<file path="src/rtl/cla_calc_top_if.sv">
// Board-facing signal bundle for cla_calc_top: switches, button and LED outputs.
// The board (or bench) drives through master; the calculator uses slave.
interface cla_calc_top_if #(
  parameter int WIDTH = 5
);
  logic [WIDTH-1:0] sw;
  logic             cin_sw;
  logic             mode_sw;
  logic             btn;
  logic [WIDTH-1:0] led;
  logic             led_cout;
  logic             led_ovf;
  logic [1:0]       led_state;

  modport master (
    output sw, cin_sw, mode_sw, btn,
    input  led, led_cout, led_ovf, led_state
  );

  modport slave (
    input  sw, cin_sw, mode_sw, btn,
    output led, led_cout, led_ovf, led_state
  );
endinterface

</file>
<file path="src/rtl/cla_calc_top.sv">
// Clocked switch/LED calculator: debounced button steps through operand capture,
// a group carry-lookahead add/subtract and result display. Optional: CLA_ACCUM_EN.
module cla_calc_top #(
  parameter int WIDTH     = 5,
  parameter int GROUP     = 4,
  parameter int DB_CYCLES = 250000
) (
  input logic           clk,
  input logic           rst,
  cla_calc_top_if.slave io
);

  localparam int NGROUPS = (WIDTH + GROUP - 1) / GROUP;
  localparam int CW      = $clog2(DB_CYCLES + 1);

  typedef enum logic [1:0] {
    S_A    = 2'b00,
    S_B    = 2'b01,
    S_CALC = 2'b10,
    S_SHOW = 2'b11
  } state_t;

  state_t           state_q, state_d;
  logic             sync1, sync2, db_level, db_prev, press;
  logic [CW-1:0]    db_cnt;
  logic [WIDTH-1:0] a_q, b_q, res_q, b_eff;
  logic             mode_q, cin_q, cout_q, ovf_q, c_eff;
  logic [WIDTH:0]   sum_full;
  logic             cap_a, cap_b, ld_res, chain;

  // Each carry is a flat sum-of-products from its group's carry-in; only the
  // group carry-ins are chained, so no bit-to-bit ripple exists.
  function automatic logic [WIDTH:0] cla_add(input logic [WIDTH-1:0] a,
                                             input logic [WIDTH-1:0] b,
                                             input logic             ci);
    logic [WIDTH-1:0] g, p;
    logic [WIDTH:0]   c;
    logic             term, prod;
    int               lo;
    g    = a & b;
    p    = a ^ b;
    c    = '0;
    c[0] = ci;
    for (int grp = 0; grp < NGROUPS; grp++) begin
      lo = grp * GROUP;
      for (int j = lo; j < lo + GROUP; j++) begin
        if (j < WIDTH) begin
          term = c[lo];
          for (int m = lo; m <= j; m++) term = term & p[m];
          for (int k = lo; k <= j; k++) begin
            prod = g[k];
            for (int m = k + 1; m <= j; m++) prod = prod & p[m];
            term = term | prod;
          end
          c[j+1] = term;
        end
      end
    end
    return {c[WIDTH], p ^ c[WIDTH-1:0]};
  endfunction

  assign b_eff    = mode_q ? ~b_q : b_q;
  assign c_eff    = mode_q | cin_q;
  assign sum_full = cla_add(a_q, b_eff, c_eff);

  // NOTE: every clocked block uses <= so all registers sample pre-edge values.
  always_ff @(posedge clk) begin
    if (rst) begin
      sync1    <= 1'b0;
      sync2    <= 1'b0;
      db_level <= 1'b0;
      db_prev  <= 1'b0;
      db_cnt   <= '0;
    end else begin
      sync1   <= io.btn;
      sync2   <= sync1;
      db_prev <= db_level;
      if (sync2 != db_level) begin
        if (db_cnt == CW'(DB_CYCLES - 1)) begin
          db_level <= sync2;
          db_cnt   <= '0;
        end else begin
          db_cnt <= db_cnt + 1'b1;
        end
      end else begin
        db_cnt <= '0;
      end
    end
  end

  assign press = db_level & ~db_prev;

  // NOTE: defaults first so no path leaves a signal unassigned (no latches).
  always_comb begin
    state_d = state_q;
    cap_a   = 1'b0;
    cap_b   = 1'b0;
    ld_res  = 1'b0;
    chain   = 1'b0;
    case (state_q)
      S_A: if (press) begin
        cap_a   = 1'b1;
        state_d = S_B;
      end
      S_B: if (press) begin
        cap_b   = 1'b1;
        state_d = S_CALC;
      end
      S_CALC: begin
        ld_res  = 1'b1;
        state_d = S_SHOW;
      end
      S_SHOW: if (press) begin
`ifdef CLA_ACCUM_EN
        if (io.sw != '0) begin
          chain   = 1'b1;
          state_d = S_B;
        end else begin
          state_d = S_A;
        end
`else
        state_d = S_A;
`endif
      end
      default: state_d = S_A;
    endcase
  end

  always_ff @(posedge clk) begin
    if (rst) begin
      state_q     <= S_A;
      a_q         <= '0;
      b_q         <= '0;
      mode_q      <= 1'b0;
      cin_q       <= 1'b0;
      res_q       <= '0;
      cout_q      <= 1'b0;
      ovf_q       <= 1'b0;
      io.led      <= '0;
      io.led_cout <= 1'b0;
      io.led_ovf  <= 1'b0;
    end else begin
      state_q <= state_d;
      if (cap_a)      a_q <= io.sw;
      else if (chain) a_q <= res_q;
      if (cap_b) begin
        b_q    <= io.sw;
        mode_q <= io.mode_sw;
        cin_q  <= io.cin_sw;
      end
      if (ld_res) begin
        res_q  <= sum_full[WIDTH-1:0];
        cout_q <= sum_full[WIDTH];
        ovf_q  <= (a_q[WIDTH-1] == b_eff[WIDTH-1]) &&
                  (sum_full[WIDTH-1] != a_q[WIDTH-1]);
      end
      case (state_q)
        S_A, S_B: begin
          io.led      <= io.sw;
          io.led_cout <= 1'b0;
          io.led_ovf  <= 1'b0;
        end
        S_SHOW: begin
          io.led      <= res_q;
          io.led_cout <= cout_q;
          io.led_ovf  <= ovf_q;
        end
        default: ;  // S_CALC holds the previous display
      endcase
    end
  end

  assign io.led_state = state_q;

endmodule

</file>
<file path="src/flat_wrapper.sv">
// flat-port wrapper written by rule: the top's interface ports become plain ports
module cla_calc_top_flat 
#(
  parameter int WIDTH     = 5,
  parameter int GROUP     = 4,
  parameter int DB_CYCLES = 250000
)
  (clk, rst, io_sw, io_cin_sw, io_mode_sw, io_btn, io_led, io_led_cout, io_led_ovf, io_led_state);
  cla_calc_top_if #(.WIDTH(WIDTH)) io_i ();
  input logic clk;
  input logic rst;
  input wire logic [$bits(io_i.sw)-1:0] io_sw;
  input wire logic [$bits(io_i.cin_sw)-1:0] io_cin_sw;
  input wire logic [$bits(io_i.mode_sw)-1:0] io_mode_sw;
  input wire logic [$bits(io_i.btn)-1:0] io_btn;
  output wire logic [$bits(io_i.led)-1:0] io_led;
  output wire logic [$bits(io_i.led_cout)-1:0] io_led_cout;
  output wire logic [$bits(io_i.led_ovf)-1:0] io_led_ovf;
  output wire logic [$bits(io_i.led_state)-1:0] io_led_state;
  assign io_i.sw = io_sw;
  assign io_i.cin_sw = io_cin_sw;
  assign io_i.mode_sw = io_mode_sw;
  assign io_i.btn = io_btn;
  assign io_led = io_i.led;
  assign io_led_cout = io_i.led_cout;
  assign io_led_ovf = io_i.led_ovf;
  assign io_led_state = io_i.led_state;
  cla_calc_top #(.WIDTH(WIDTH), .GROUP(GROUP), .DB_CYCLES(DB_CYCLES)) u_core (.clk(clk), .rst(rst), .io(io_i));
endmodule
</file>
<file path="config.mk">
export PLATFORM = sky130hd
export DESIGN_NAME = cla_calc_top_flat
export DESIGN_NICKNAME = d
export VERILOG_FILES = /design/src/rtl/cla_calc_top_if.sv /design/src/rtl/cla_calc_top.sv /design/src/flat_wrapper.sv
export SDC_FILE = /design/constraint.sdc
export NUM_CORES = 1
export LEC_CHECK = 0
export ABC_AREA = 1
export CAP_MARGIN = 10
export CORE_UTILIZATION = 49
export CTS_BUF_LIST = sky130_fd_sc_hd__clkbuf_8
export CTS_CLUSTER_DIAMETER = 80
export DETAILED_ROUTE_END_ITERATION = 8
export HOLD_SLACK_MARGIN = 0.15
export PLACE_DENSITY = 0.69
export SLEW_MARGIN = 20
export SYNTH_ARGS = -nofsm -noshare
export SYNTH_HDL_FRONTEND = slang
export SYNTH_SLANG_ARGS = --single-unit
</file>
<file path="constraint.sdc">
create_clock -name clk -period 3 [get_ports clk]
set_input_delay 0.6 -clock clk [delete_from_list [all_inputs] [get_ports clk]]
set_output_delay 0.6 -clock clk [all_outputs]
set_load 0.02 [all_outputs]
</file>
**After elaboration in Yosys (flattened, before gate mapping)**

Index checks and enable logic that the tools add are counted.

- Register bits after elaboration: 50
- Bits of input ports: 10
- Output and inout bits: 9
- Logic and storage cells: 76

- Add/sub/neg operators: 1
- Equal/unequal tests: 10
- Mux-type cells: 12
- Bitwise operators: 30
- Reduce and logical (&&, ||, !) cells: 7

Operator list:

| operator | count |
|---|---|
| $add A18 B1 Y18 const B | 1 |
| $eq A18 B18 Y1 const B | 1 |
| $and A1 B1 Y1 | 12 |
| $or A1 B1 Y1 | 12 |
| $pmux W5 S2 | 1 |
| $xor A5 B5 Y5 | 2 |
| $pmux W2 S4 | 1 |
| $mux W2 | 3 |
| $ne A2 B1 Y1 const B | 3 |
| $and A5 B5 Y5 | 1 |
| $mux W5 | 1 |
| $not A5 Y5 | 1 |
| $eq A2 B2 Y1 const B | 2 |
| $mux W1 | 4 |
| $pmux W1 S2 | 2 |
| $reduce_and A3 Y1 | 1 |
| $reduce_or A3 Y1 | 1 |
| $eq A2 B1 Y1 const B | 1 |
| $logic_not A2 Y1 | 1 |
| $ne A1 B1 Y1 | 2 |
| $not A1 Y1 | 2 |
| $reduce_and A2 Y1 | 1 |
| $reduce_bool A2 Y1 | 1 |
| $reduce_or A2 Y1 | 1 |
| 2 further kinds | 2 |

**Depth between registers and ports, before layout**

- Depth after elaboration: 14
- Depth in mapped cells: 14
- Mapped depth without buffers: 13

**Worst setup path after synthesis**

OpenSTA, ideal clock, no wires.

- Path kind: register -> register
- Start point: register u_core.mode_q
- End point: register u_core.ovf_q
- Library setup time: 0.070 ns
- Arrival time: 2.488 ns
- Required time: 2.930 ns
- Setup slack: 0.442 ns
- Stages on the path, launching flop included: 15
- Buffers on the path: 1
- Clock period less this slack: 2.558 ns
- Path through: dfxtp_1 > clkbuf_1 > xnor2_1 > inv_1 > ha_1 > ha_1 > nand2_1 > nand3b_1 > nand2_1 > nand2_1 > a21oi_1 > fa_1 > a21oi_1 > o21ai_0 > a21oi_1

- Word-level cells in the longest chain between the ends: 13
- Elaborated cells between the ends (all ways): 22
- Those cells by class: eq/ne: 2; mux: 1; bitwise: 18; reduce/logical: 1

RTL lines:

| element | RTL line | text |
|---|---|---|
| start, declared | cla_calc_top.sv:27 | `logic mode_q, cin_q, cout_q, ovf_q, c_eff;` |
| start signal, assigned | cla_calc_top.sv:148 | `mode_q <= io.mode_sw;` |
| $mux W5 | cla_calc_top.sv:62 | `assign b_eff = mode_q ? ~b_q : b_q;` |
| $xor A5 B5 Y5 | cla_calc_top.sv:41 | `p = a ^ b;` |
| $and A1 B1 Y1 (4 in a row) | cla_calc_top.sv:49 | `for (int m = lo; m <= j; m++) term = term & p[m];` |
| $or A1 B1 Y1 (4 in a row) | cla_calc_top.sv:53 | `term = term \| prod;` |
| $xor A5 B5 Y5 | cla_calc_top.sv:59 | `return {c[WIDTH], p ^ c[WIDTH-1:0]};` |
| $ne A1 B1 Y1 | cla_calc_top.sv:155 | `(sum_full[WIDTH-1] != a_q[WIDTH-1]);` |
| $logic_and A1 B1 Y1 * | cla_calc_top.sv:154 | `ovf_q <= (a_q[WIDTH-1] == b_eff[WIDTH-1]) &&` |
| end signal, assigned | cla_calc_top.sv:154 |  |
| end, declared | cla_calc_top.sv:27 |  |

Mark *: on every way between the ends. The rest lies on a longest branch, timed or not.
A chain may end at the register's enable or synchronous reset.

**Worst setup path in the final report**

Ends and elaborated chain as after synthesis.

==> flow_summary.json <==
{
  "die_h_um": 73.68,
  "dieArea_um2": 5428,
  "slew_violations": 0,
  "slew_headroom_pct": 64.33,
  "yosysTopAreaCell": "dfxtp_1",
  "clock_path_buffers": 2,
  "drive_gt1_share_pct": 8.807,
  "post-cts-setup-buffers": 0,
  "finalClockSkew_ns": 0.004943,
  "p_per_area_nw_per_um2": 530.5,
  "busiest_layer": "met1",
  "synth-simple-area-share_pct": 27.39,
  "core.rowCount": 25,
  "synth_top_family_by_area": "simple AND/OR/NAND/NOR gates",
  "wire_per_inst_um": 11.69,
  "grt_pass1_vias": 1920,
  "antenna_found_initial": 0,
  "root_buffer": "clkbuf_8",
  "numCtsBuffers": 5,
  "die_w_um": 73.68,
  "rsz0062_at_grt": "no",
  "pre_cts_ws_ns": 0.3566,
  "synth_compound_area_share_pct": 12.77,
  "min_period_ns": 2.643,
  "layout.nets": 375,
  "drv_cap": 0,
  "port_buffers": 18,
  "hpwl_mm": 3.709,
  "ys_dominant_reg_cell": "dfxtp_1",
  "cts_tree": "yes",
  "yosys-mux-area-fraction_pct": 0,
  "cts.clk_slew.worst_paths_ns": 0.09,
  "seqPwrFrac_pct": 51.3,
  "p_leak_nw": 1.076,
  "worstMarginPinSlew_ns": 0.5331,
  "p_int_mw": 1.049,
  "finalSetupViolations": 0,
  "avgSynthCellArea_um2": 7.560,
  "fmax_mhz": 378.3,
  "grt_use_total_pct": 21.28,
  "netlist-cell-type-count": 29,
  "overflow": 0,
  "syn_nets": 357,
  "status": "completed",
  "grt_pass1_wl_mm": 8.680,
  "finalHoldViolCount": 0,
  "ys_ff_latch": 50,
  "postSynthCellCount": 333,
  "yosys-top-cells-count": "60 x nand2_1, 50 x dfxtp_1, 41 x inv_1",
  "yosys-top-cells-area": "dfxtp_1 40%, nand2_1 8.9%, inv_1 6.1%",
  "p_sw_share_pct": 30.29,
  "initial_core_util_pct": 52.26,
  "grt.met2_usage_pct": 30.48,
  "ys_warn_count": 0,
  "endpoint_kind": "register",
  "pwr-share-comb_pct": 22.5,
  "synth_xor_area_share_pct": 4.175,
  "synth.most_common_cell": "nand2_1",
  "area.growth.synth_to_final_pct": 12.67,
  "gr-usage-met1_pct": 31.23,
  "clkLatencyLatePin_ns": 0.30,
  "top_level_ports": 19,
  "drc": 0,
  "design_area_um2": 2836,
  "power_frac_clock_pct": 26.3,
  "placed_area_um2": 2744,
  "hold-worst-slack_ns": 0.4067,
  "synth_edf_count": 0,
  "required_ns": 3.23,
  "dr.pass1.iters": 4,
  "htree_levels": 2,
  "arrival_ns": 2.88,
  "routed_via_density": 4.979,
  "grt_max_degree": 19,
  "setup_tns_ns": 0,
  "core_um2": 4817,
  "synth_top_area_share_pct": 39.76,
  "critPathMaxFanout": 7,
  "syn_area_um2": 2517,
  "synthAdderAreaFrac_pct": 7.555,
  "gp_routability_congestion": 0.8092,
  "final.period_utilization_pct": 88.10,
  "n_fill_cell": 481,
  "wirelength_mm": 4.900,
  "drtIter0Drc": 200,
  "hp-class": "register to register",
  "antenna_cells": 0,
  "power.total_mw": 1.505,
  "ant_nets": 0,
  "async_flop_share_pct": 0,
  "clock-sinks": 50,
  "num_vias": 2086,
  "crit_type": "register to register",
  "met3_usage_pct": 4.115,
  "yosysSeqAreaShare_pct": 39.76,
  "startpoint_type": "register",
  "p_sw_mw": 0.4557,
  "max-vdd-ir-drop_v": 0.0003179,
  "worst_slack_ns": 0.3569
}
## cell type report
| type | instances | area, um2 | area share [%] |
|---|---|---|---|
| flip-flops and latches | 50 | 1002 | 35.33 |
| repair buffers | 20 | 195.2 | 6.881 |
| inverters | 42 | 157.7 | 5.558 |
| multi-input cells | 232 | 1306 | 46.05 |
| well taps | 67 | 83.83 | 2.955 |
| clock inverters | 2 | 8.758 | 0.3088 |
| clock buffers | 6 | 82.58 | 2.911 |
## power by group through the flow
stage	sequential, mW	combinational (mW)	clock, mW
floorplan	0.819	0.180	0
global placement	0.784	0.339	0
detailed placement	0.786	0.338	0
CTS	0.772	0.339	0.409
global route	0.781	0.387	0.436
finish	0.771	0.338	0.396
## path summary, 6_finish.rpt
check	startpoint	end	slack (ns)	cells past startpoint
worst min-delay path	u_core.sync1	u_core.sync2	0.41	2
worst max-delay path	u_core.mode_q	u_core.ovf_q	0.36	13
worst min register to register	u_core.sync1	u_core.sync2	0.41	2
worst max register to register	u_core.mode_q	u_core.ovf_q	0.36	13
## what timing repair did
action,in CTS,in global routing
endpoints found under the setup margin,0,1
resized for setup,0,1
hold buffers,0,0
## registers in the layout, summed over array words and instances, names as in the netlist
name / flops
u_core.db_prev: 1
u_core.cin_q: 1
u_core.cout_q: 1
u_core.ovf_q: 1
u_core.sync2: 1
u_core.io.led_ovf: 1
u_core.io.led: 5
u_core.io.led_cout: 1
u_core.io.led_state: 2
u_core.res_q: 5
u_core.b_q: 5
u_core.sync1: 1
u_core.mode_q: 1
u_core.db_level: 1
u_core.a_q: 5
u_core.db_cnt: 18
## per-layer routing
metal	wire length (um)	share of wire, %	up-vias
met5	0	0	-
met1	2599	53	943
met4	79	1.6	0
met3	167	3.4	7
li1	-	-	1102
met2	2054	42	34
## cell families (layout without fill, tap and decap cells)
group,after synthesis,after routing
XOR/XNOR,12,12
AO/OA/AOI/OAI,59,59
flip-flops,50,50
buffers and inverters,51,70
adder cells (fa/ha/maj),14,14
AND/OR/NAND/NOR,147,147
## layout by cell type (no fill, tap or decap), types with 4 or more instances in the layout
master and n:
o211ai_1 4, clkbuf_8 6, a21oi_1 30, nand4_1 4, xor2_1 9, o21ai_0 20, clkdlybuf4s50_1 18, nand2_1 60
a21oi_2 4, ha_1 12, nand3_1 25, nor2_4 6, dfxtp_1 49, inv_1 42, nor2_1 35
## stage by stage
stage                     std cells  util [%]
final                           419     58.88
after global routing            419     58.88
after CTS                       419     58.86
after detailed placement        411     56.96
after global placement          411     56.96
after floorplan                 333         -
## critical path: stages (launching register included)
cell and delay (ns):
dfxtp_2 0.38, xnor2_1 0.28, inv_1 0.08, ha_1 0.28, ha_1 0.18, nand2_1 0.06
nand3b_1 0.11, nand2_1 0.10, nand2_1 0.07, a21oi_1 0.17, fa_1 0.47, a21oi_1 0.16
o21ai_0 0.09, a21oi_1 0.13
Power figures use the tool's default switching activity.
